## src/rtl/pc_stack_unit.sv

```systemverilog
// pc_stack_unit
//   Program counter for the tiny RISC CPU with relative branch, stall and a
//   hardware return-address stack for call/return. data_out is the fetch
//   address and is fully registered.
//
// Ports
//   clk          rising-edge clock
//   clr          synchronous active-high reset (beats every other control)
//   stall        freeze PC, stack depth, stack contents and error flags
//   load         PC <= data_in
//   inc          PC <= PC + 1
//   branch       PC <= PC + offset (two's-complement, wraps mod 2^AW)
//   call         push PC + 1, then PC <= data_in
//   ret          PC <= top of stack, pop
//   data_in      absolute target for load / call
//   offset       branch displacement
//   data_out     current PC
//   depth        number of valid return-stack entries
//   stack_full   depth == DEPTH
//   stack_empty  depth == 0
//   ovf_err      sticky: call attempted while full
//   unf_err      sticky: ret attempted while empty
//
// Control priority: clr > stall > load > call > ret > branch > inc > hold.
// Exactly one action is taken per cycle; lower-priority requests are dropped.

module pc_stack_unit #(
  parameter int              AW         = 6,
  parameter int              DEPTH      = 4,
  parameter logic [AW-1:0]   RESET_ADDR = '0,
  localparam int             DW         = $clog2(DEPTH + 1)
) (
  input  logic          clk,
  input  logic          clr,
  input  logic          stall,
  input  logic          load,
  input  logic          inc,
  input  logic          branch,
  input  logic          call,
  input  logic          ret,
  input  logic [AW-1:0] data_in,
  input  logic [AW-1:0] offset,
  output logic [AW-1:0] data_out,
  output logic [DW-1:0] depth,
  output logic          stack_full,
  output logic          stack_empty,
  output logic          ovf_err,
  output logic          unf_err
);

  // Stack index only needs to address DEPTH entries; depth itself needs one
  // more code point to represent "full".
  localparam int            IW     = (DEPTH > 1) ? $clog2(DEPTH) : 1;
  localparam logic [DW-1:0] FULL_D = DW'(DEPTH);

  // Action chosen this cycle after priority resolution (clr handled in the
  // register process since it also resets the flags).
  typedef enum logic [2:0] {
    ACT_HOLD,
    ACT_LOAD,
    ACT_PUSH,
    ACT_OVF,
    ACT_POP,
    ACT_UNF,
    ACT_BRANCH,
    ACT_INC
  } action_t;

  action_t       act;
  logic [AW-1:0] stack [DEPTH];
  logic [IW-1:0] push_idx;
  logic [IW-1:0] pop_idx;
  logic [AW-1:0] pop_data;

  assign stack_full  = (depth == FULL_D);
  assign stack_empty = (depth == '0);

  // push writes slot depth; pop reads slot depth-1. Both are only used when
  // the respective full/empty guard allows, so they stay in range.
  assign push_idx = depth[IW-1:0];
  assign pop_idx  = IW'(depth - DW'(1));
  assign pop_data = stack[pop_idx];

  always_comb begin
    act = ACT_HOLD;
    if (stall)       act = ACT_HOLD;
    else if (load)   act = ACT_LOAD;
    else if (call)   act = stack_full  ? ACT_OVF : ACT_PUSH;
    else if (ret)    act = stack_empty ? ACT_UNF : ACT_POP;
    else if (branch) act = ACT_BRANCH;
    else if (inc)    act = ACT_INC;
  end

  always_ff @(posedge clk) begin
    if (clr) begin
      data_out <= RESET_ADDR;
      depth    <= '0;
      ovf_err  <= 1'b0;
      unf_err  <= 1'b0;
    end else begin
      case (act)
        ACT_HOLD:   ;
        ACT_LOAD:   data_out <= data_in;
        ACT_PUSH: begin
          data_out <= data_in;
          depth    <= depth + DW'(1);
        end
        ACT_OVF:    ovf_err <= 1'b1;
        ACT_POP: begin
          data_out <= pop_data;
          depth    <= depth - DW'(1);
        end
        ACT_UNF:    unf_err <= 1'b1;
        ACT_BRANCH: data_out <= data_out + offset;
        ACT_INC:    data_out <= data_out + AW'(1);
        default:    ;
      endcase
    end
  end

  // Stack storage has no reset; clr only empties it logically via depth.
  always_ff @(posedge clk) begin
    if (!clr && act == ACT_PUSH) begin
      stack[push_idx] <= data_out + AW'(1);
    end
  end

endmodule

```

## config.mk

```make
export PLATFORM = sky130hd
export DESIGN_NAME = pc_stack_unit
export DESIGN_NICKNAME = d
export VERILOG_FILES = /design/src/rtl/pc_stack_unit.sv
export SDC_FILE = /design/constraint.sdc
export NUM_CORES = 1
export LEC_CHECK = 0
export CORE_MARGIN = 4
export CORE_UTILIZATION = 48
export CTS_BUF_LIST = sky130_fd_sc_hd__clkbuf_16
export DETAILED_ROUTE_END_ITERATION = 12
export PLACE_DENSITY = 0.76
export SETUP_SLACK_MARGIN = 0.15
export SYNTH_ARGS = -nofsm -noshare
export SYNTH_HDL_FRONTEND = slang
export SYNTH_SLANG_ARGS = --single-unit
```

## constraint.sdc

```tcl
create_clock -name clk -period 2.7 [get_ports clk]
set_input_delay 0.27 -clock clk [delete_from_list [all_inputs] [get_ports clk]]
set_output_delay 0.27 -clock clk [all_outputs]
set_load 0.05 [all_outputs]
```

==> impl_metrics.json, run 1 <==
{
  "final_cells": 265,
  "io_buffers": 32,
  "cpMaxStageDelayCell": "clkdlybuf4s50_1",
  "drt_iter0_drc": 93,
  "slew_headroom_pct": 65.1,
  "ys_warn_count": 0,
  "synth_seq_area_share_pct": 45.5,
  "multi_input_area_sq_um": 1040,
  "synth_top_area_share_pct": 34.8,
  "dp_cells": 257,
  "post-route-min-period_ns": 2.35,
  "fin_area_sq_um": 2590,
  "fin_nets": 246,
  "worstSetupPathDepth": 4,
  "area_growth_pct": 25.4,
  "use_met2_pct": 31.7,
  "crit_required_ns": 2.43,
  "routedWlPerCell_um": 18.3,
  "hold_viol_final": 0,
  "setup_violations": 0,
  "antenna_found_initial": 0,
  "finClkSkew_ns": 0.00634,
  "cts-buffers-inserted": 5,
  "route.vias.total": 1545,
  "critical_path.max_fanout": 6,
  "synth_ff_type": "edfxtp_1",
  "worst-path-buf-inv": 2,
  "clock_latency_ns": 0.28,
  "ys_top_cells_by_area": "edfxtp_1 35%, dfxtp_1 11%, ha_1 6.7%",
  "start_kind": "flop",
  "drive_gt1_share_pct": 15.3,
  "grt_overflow": 0,
  "synthCells": 179,
  "ir_drop_mv": 0.464,
  "synthTopCellsByCount": "24 x edfxtp_1, 17 x nor2_1, 11 x dfxtp_1, 11 x ha_1, 10 x inv_1",
  "routabilityCongestion": 0.929,
  "route.detailed.drc": 0,
  "fin_tns_setup_ns": 0,
  "via_per_inst": 5.83,
  "place_area_sq_um": 2420,
  "cts_root_buf": "clkbuf_16",
  "grt_pass1_vias": 1627,
  "hold_path_class": "flop to flop",
  "crit_family": "buffers and inverters",
  "synth-edff-count": 24,
  "cts_setup_buffers": 0,
  "fmax_mhz": 426,
  "use_met1_pct": 24.4,
  "die_h_um": 73.6,
  "cts_buffer_depth": 2,
  "cts.sink_count": 35,
  "synthArstFlopShare_pct": 0,
  "regArea_sq_um": 942,
  "htreeDepth": 2,
  "cpPeakStageDelay_ns": 0.81,
  "holdPathStages": 2,
  "p_per_area_nw_per_um2": 591,
  "grt_use_met3_pct": 6.43,
  "diodes": 0,
  "slew_violations": 0,
  "drt-total-wl_um": 4860,
  "p_leak_nw": 0.926,
  "synth-seq-cells": 35,
  "critical_path.cell_chain": "inv_1, ha_1, and2b_2, clkdlybuf4s50_1",
  "busiest_layer": "met2",
  "hold_slack_ns": 0.480,
  "endpoint_kind": "output port",
  "tightestPinTransition_ns": 0.519,
  "syn_nets": 211,
  "synth.largest_area_cell": "edfxtp_1",
  "crit_type": "flop to output port",
  "cts_hold_buf": 0,
  "die_area_sq_um": 5420,
  "synth_cell_types": 53,
  "maxCapViolations": 0,
  "synth.most_common_cell": "edfxtp_1",
  "initial_utilization_pct": 50.6,
  "drt_pass1_iterations": 4,
  "syn_avg_cell_area_sq_um": 11.6,
  "rows": 23,
  "ant_nets": 0,
  "cts_resized": 0,
  "reg2reg_depth": 6,
  "grt_pass1_wl_um": 8050,
  "die_w_um": 73.6,
  "hpwl_um": 3650,
  "power_w": 0.00153,
  "arrival_ns": 2.08,
  "fill_cells": 307,
  "io_pins": 33,
  "grt.total_usage_pct": 19.5,
  "grt_max_degree": 15,
  "core_sq_um": 4090,
  "synth_area_sq_um": 2070,
  "rsz0062_at_grt": "false",
  "status": "finished, final reports clean",
  "period_share_pct": 87.0,
  "cts.clk_slew.worst_paths_ns": 0.06,
  "cts_tree": "built"
}
==> metrics by stage <==
stage                     setup WS [ns]  util, %
after floorplan                   0.258        -
after global placement            0.316     59.2
after detailed placement          0.154     59.2
after CTS                         0.292     63.4
after global routing              0.172     63.5
final                             0.351     63.5
==> power by group <==
group          internal (W)  total [W]  switching (W)  leakage (nW)
combinational      0.000114   0.000271       0.000156         0.533
sequential         0.000590   0.000605      0.0000145         0.308
clock              0.000440   0.000657       0.000218        0.0844
total               0.00114    0.00153       0.000389         0.926
==> worst register-to-register path: stages (launching register included) <==
cell and delay (ns):
dfxtp_1 0.41, inv_1 0.11, ha_1 0.29, nor4bb_4 0.22, nor2_2 0.25, nand3_1 0.24
nor3_2 0.46
==> state kept, by name, summed over array words and instances (netlist names) <==
register	cells
stack	24
data_out	6
depth	3
ovf_err	1
unf_err	1
==> kinds of logic after synthesis <==
| family | after synthesis | synth area share, % |
|---|---|---|
| and+or+nand+nor | 56 | 16.8 |
| buffers and inverters | 17 | 4.84 |
| muxes | 7 | 7.20 |
| xor gates and xnor gates | 11 | 4.66 |
| adders and majority gates | 12 | 7.62 |
| DFF | 35 | 45.5 |
| AOI/OAI and AO/OA | 41 | 13.4 |
==> final timing paths <==
path	startpoint	end	slack, ns
setup / recovery	depth[1]	stack_empty	0.35
hold / removal	unf_err	unf_err	0.48
setup reg to reg	depth[1]	stack[3][5]	0.36
hold reg to reg	unf_err	unf_err	0.48
==> metal layers <==
metal	routed length [um]	vias up	part of all wire, %
li1	-	744	-
met1	2050	731	42
met2	2360	55	49
met3	354	15	7.3
met4	89	0	1.8
met5	0	-	0
==> cell type report <==
class                           instances  area share [%]
Sequential cell                        35            36.3
Inverter                               10            1.45
Clock inverter                          3            1.83
Clock buffer                            5            4.82
Tap cell                               50            2.41
Timing Repair Buffer                   35            13.2
Multi-Input combinational cell        127            39.9
==> cells in the final DEF, fill, tap and decap left out, types with 2 or more instances in the layout <==
cell type / instances
a211oi_1: 3
a21oi_1: 9
a31oi_1: 3
and2_2: 4
and3_1: 2
buf_4: 3
clkbuf_16: 5
clkdlybuf4s50_1: 32
dfxtp_1: 10
edfxtp_1: 24
ha_1: 11
inv_1: 10
mux4_2: 5
nand2_1: 9
nand3_1: 5
nor2_1: 17
nor3_1: 2
nor3_2: 2
nor4b_2: 2
o211ai_1: 2
o21ai_0: 5
o21ai_1: 4
o31ai_1: 3
or3_1: 3
xnor2_1: 7
xor2_1: 4
(Power assumes the default switching activity.)
==> inputs of run 2 (changes only) <==
--- a/config.mk
+++ b/config.mk
@@ -6,10 +6,11 @@
 export NUM_CORES = 1
 export LEC_CHECK = 0
 export CORE_MARGIN = 4
-export CORE_UTILIZATION = 48
+export CORE_UTILIZATION = 57
 export CTS_BUF_LIST = sky130_fd_sc_hd__clkbuf_16
 export DETAILED_ROUTE_END_ITERATION = 12
-export PLACE_DENSITY = 0.76
+export DONT_BUFFER_PORTS = 1
+export PLACE_DENSITY = 0.75
 export SETUP_SLACK_MARGIN = 0.15
 export SYNTH_ARGS = -nofsm -noshare
 export SYNTH_HDL_FRONTEND = slang
==> run 2 against run 1 <==
Utilization increased by 3.5 points; setup slack improved by 0.054 ns; fmax increased by 2.3%; sequential cell count unchanged; largest cell class unchanged; clock-buffer cell count unchanged; cell area decreased by 12%; final cell count decreased by 12%; highest routed layer unchanged; die area decreased by 14%; non-clock buffer count decreased by 28; routed wire length increased by 0.70%; power decreased by 3.8%.
==> impl_metrics.json, run 2 (same netlist as run 1, synthesis figures left out) <==
{
  "layout_common_cells": "24 x edfxtp_1, 17 x nor2_1, 11 x inv_1, 11 x ha_1, 10 x dfxtp_1",
  "p_clk_share_pct": 44.2,
  "via_per_inst": 6.42,
  "tightestPinTransition_ns": 0.641,
  "fin_nets": 218,
  "multi_input_area_sq_um": 1030,
  "p_int_w": 0.00110,
  "r2r-end": "data_out[0]",
  "hpwl_um": 3590,
  "initial_utilization_pct": 60.5,
  "sw_frac_of_total_pct": 25.3,
  "critical_path.max_fanout": 9,
  "fmax_mhz": 436,
  "routabilityCongestion": 0.892,
  "crit_required_ns": 2.89,
  "route.detailed.drc": 0,
  "wl_met3_um": 470,
  "regArea_sq_um": 942,
  "die_w_um": 68.2,
  "worstHoldEndpoint": "depth[0]",
  "cts_tree": "built",
  "grt.total_usage_pct": 23.8,
  "grt_overflow": 0,
  "hold_path_class": "primary input to flop",
  "slew_headroom_pct": 57.2,
  "top_layer": "met4",
  "r2r_start": "depth[0]",
  "rows": 21,
  "cts_buffer_depth": 2,
  "hp-start": "clr",
  "htreeDepth": 2,
  "p_comb_share_pct": 13.9,
  "cts_root_buf": "clkbuf_16",
  "drt_iter0_drc": 168,
  "regMostFlops": "stack",
  "drive_gt1_share_pct": 17.6,
  "p_leak_nw": 0.821,
  "start_kind": "flop",
  "route.met2.wl_um": 2410,
  "reg2reg_depth": 8,
  "maxCapViolations": 0,
  "top_regs": "stack x24, data_out x6, depth x3",
  "post-route-min-period_ns": 2.30,
  "largest_reg_flops": 24,
  "route.vias.total": 1495,
  "routedWlPerCell_um": 21.0,
  "cts.clk_slew.worst_paths_ns": 0.06,
  "area_growth_pct": 10.6,
  "ir_drop_mv": 0.582,
  "antenna_found_initial": 0,
  "cts.sink_count": 35,
  "die_h_um": 68.2,
  "crit_type": "flop to flop",
  "clock_latency_ns": 0.28,
  "slew_violations": 0,
  "reg2reg_slack_ns": 0.40,
  "core_sq_um": 3420,
  "rsz0062_at_grt": "false",
  "cts-buffers-inserted": 5,
  "grt_pass1_wl_um": 7740,
  "io_buffers": 0,
  "grt_pass1_vias": 1515,
  "final_common_cell": "edfxtp_1",
  "finish.utilization_pct": 67.0,
  "p_sw_w": 0.000374,
  "period_share_pct": 85.0,
  "cts_hold_buf": 0,
  "arrival_ns": 2.48,
  "holdPathStages": 1,
  "p_per_area_nw_per_um2": 644,
  "grt_max_degree": 17,
  "setup_violations": 0,
  "finClkSkew_ns": 0.00404,
  "fin_tns_setup_ns": 0,
  "diodes": 0,
  "die_area_sq_um": 4660,
  "seq_power_share_pct": 41.9,
  "status": "finished, final reports clean",
  "endpoint_kind": "flop",
  "ant_nets": 0,
  "io_pins": 33,
  "cts_resized": 0,
  "fill_cells": 262,
  "drt_pass1_iterations": 4,
  "wl_met1_um": 1870,
  "cts_setup_buffers": 0,
  "drt-total-wl_um": 4890,
  "hold_viol_final": 0
}
==> run 2: worst max-delay path, stage by stage (launching register included) <==
cell,delay [ns]
dfxtp_2,0.32
inv_1,0.09
ha_1,0.30
nor4bb_4,0.21
nor4_4,0.58
nand2_1,0.14
o31ai_1,0.11
a31oi_1,0.16
o31ai_2,0.28
==> run 2: stage by stage <==
step           setup WS [ns]  area [sq um]  instances  hold WS, ns  total power (W)
2_1_floorplan          0.258          2080        179        0.368         0.000790
3_3_place_gp           0.590          2120        225        0.339         0.000822
3_5_place_dp           0.505          2120        225        0.340         0.000828
4_1_cts                0.413          2290        233       0.0416          0.00147
5_1_grt                0.298          2290        233       0.0417          0.00152
6_report               0.405          2290        233       0.0492          0.00147
==> run 2: power by group through the flow <==
stage / combinational [W] / sequential, W / clock, W
final: 0.000204 / 0.000618 / 0.000652
after CTS: 0.000203 / 0.000618 / 0.000653
after global routing: 0.000224 / 0.000619 / 0.000678
after floorplan: 0.000144 / 0.000645 / 0
after global placement: 0.000194 / 0.000628 / 0
after detailed placement: 0.000200 / 0.000629 / 0
==> run 2: area by class of cell <==
cell class              instances  area share [%]
inverters                      10            1.64
flip-flops and latches         35            41.2
well taps                      46            2.52
multi-input cells             127            45.1
repair buffers                  7            2.30
clock inverters                 3            1.80
clock buffers                   5            5.47
==> run 2: routing by layer <==
| metal | up-vias | global-route usage, % |
|---|---|---|
| met3 | 12 | 9.03 |
| met5 | - | 0 |
| met2 | 77 | 39.5 |
| met1 | 722 | 27.6 |
| li1 | 684 | - |
| met4 | 0 | 9.68 |
==> run 2: how the worst max path moves through the flow <==
| stage | from | to | slack, ns |
|---|---|---|---|
| 3_3_place_gp | depth[0] | stack[0][3] | 0.59 |
| 5_1_grt | depth[0] | data_out[0] | 0.30 |
| 2_1_floorplan | depth[0] | stack[2][0] | 0.26 |
| 6_report | depth[0] | data_out[0] | 0.40 |
| 3_5_place_dp | depth[0] | stack[1][0] | 0.50 |
| 4_1_cts | depth[0] | data_out[0] | 0.41 |
==> inputs of run 3 (changes only) <==
--- a/config.mk
+++ b/config.mk
@@ -8,6 +8,7 @@
 export CORE_MARGIN = 4
 export CORE_UTILIZATION = 57
 export CTS_BUF_LIST = sky130_fd_sc_hd__clkbuf_16
+export CTS_CLUSTER_DIAMETER = 100
 export DETAILED_ROUTE_END_ITERATION = 12
 export DONT_BUFFER_PORTS = 1
 export PLACE_DENSITY = 0.75
@@ -15,3 +16,4 @@
 export SYNTH_ARGS = -nofsm -noshare
 export SYNTH_HDL_FRONTEND = slang
 export SYNTH_SLANG_ARGS = --single-unit
+export TNS_END_PERCENT = 10
==> results of run 3 <==
The final DEF is identical to that of run 2; final timing and power are the same.
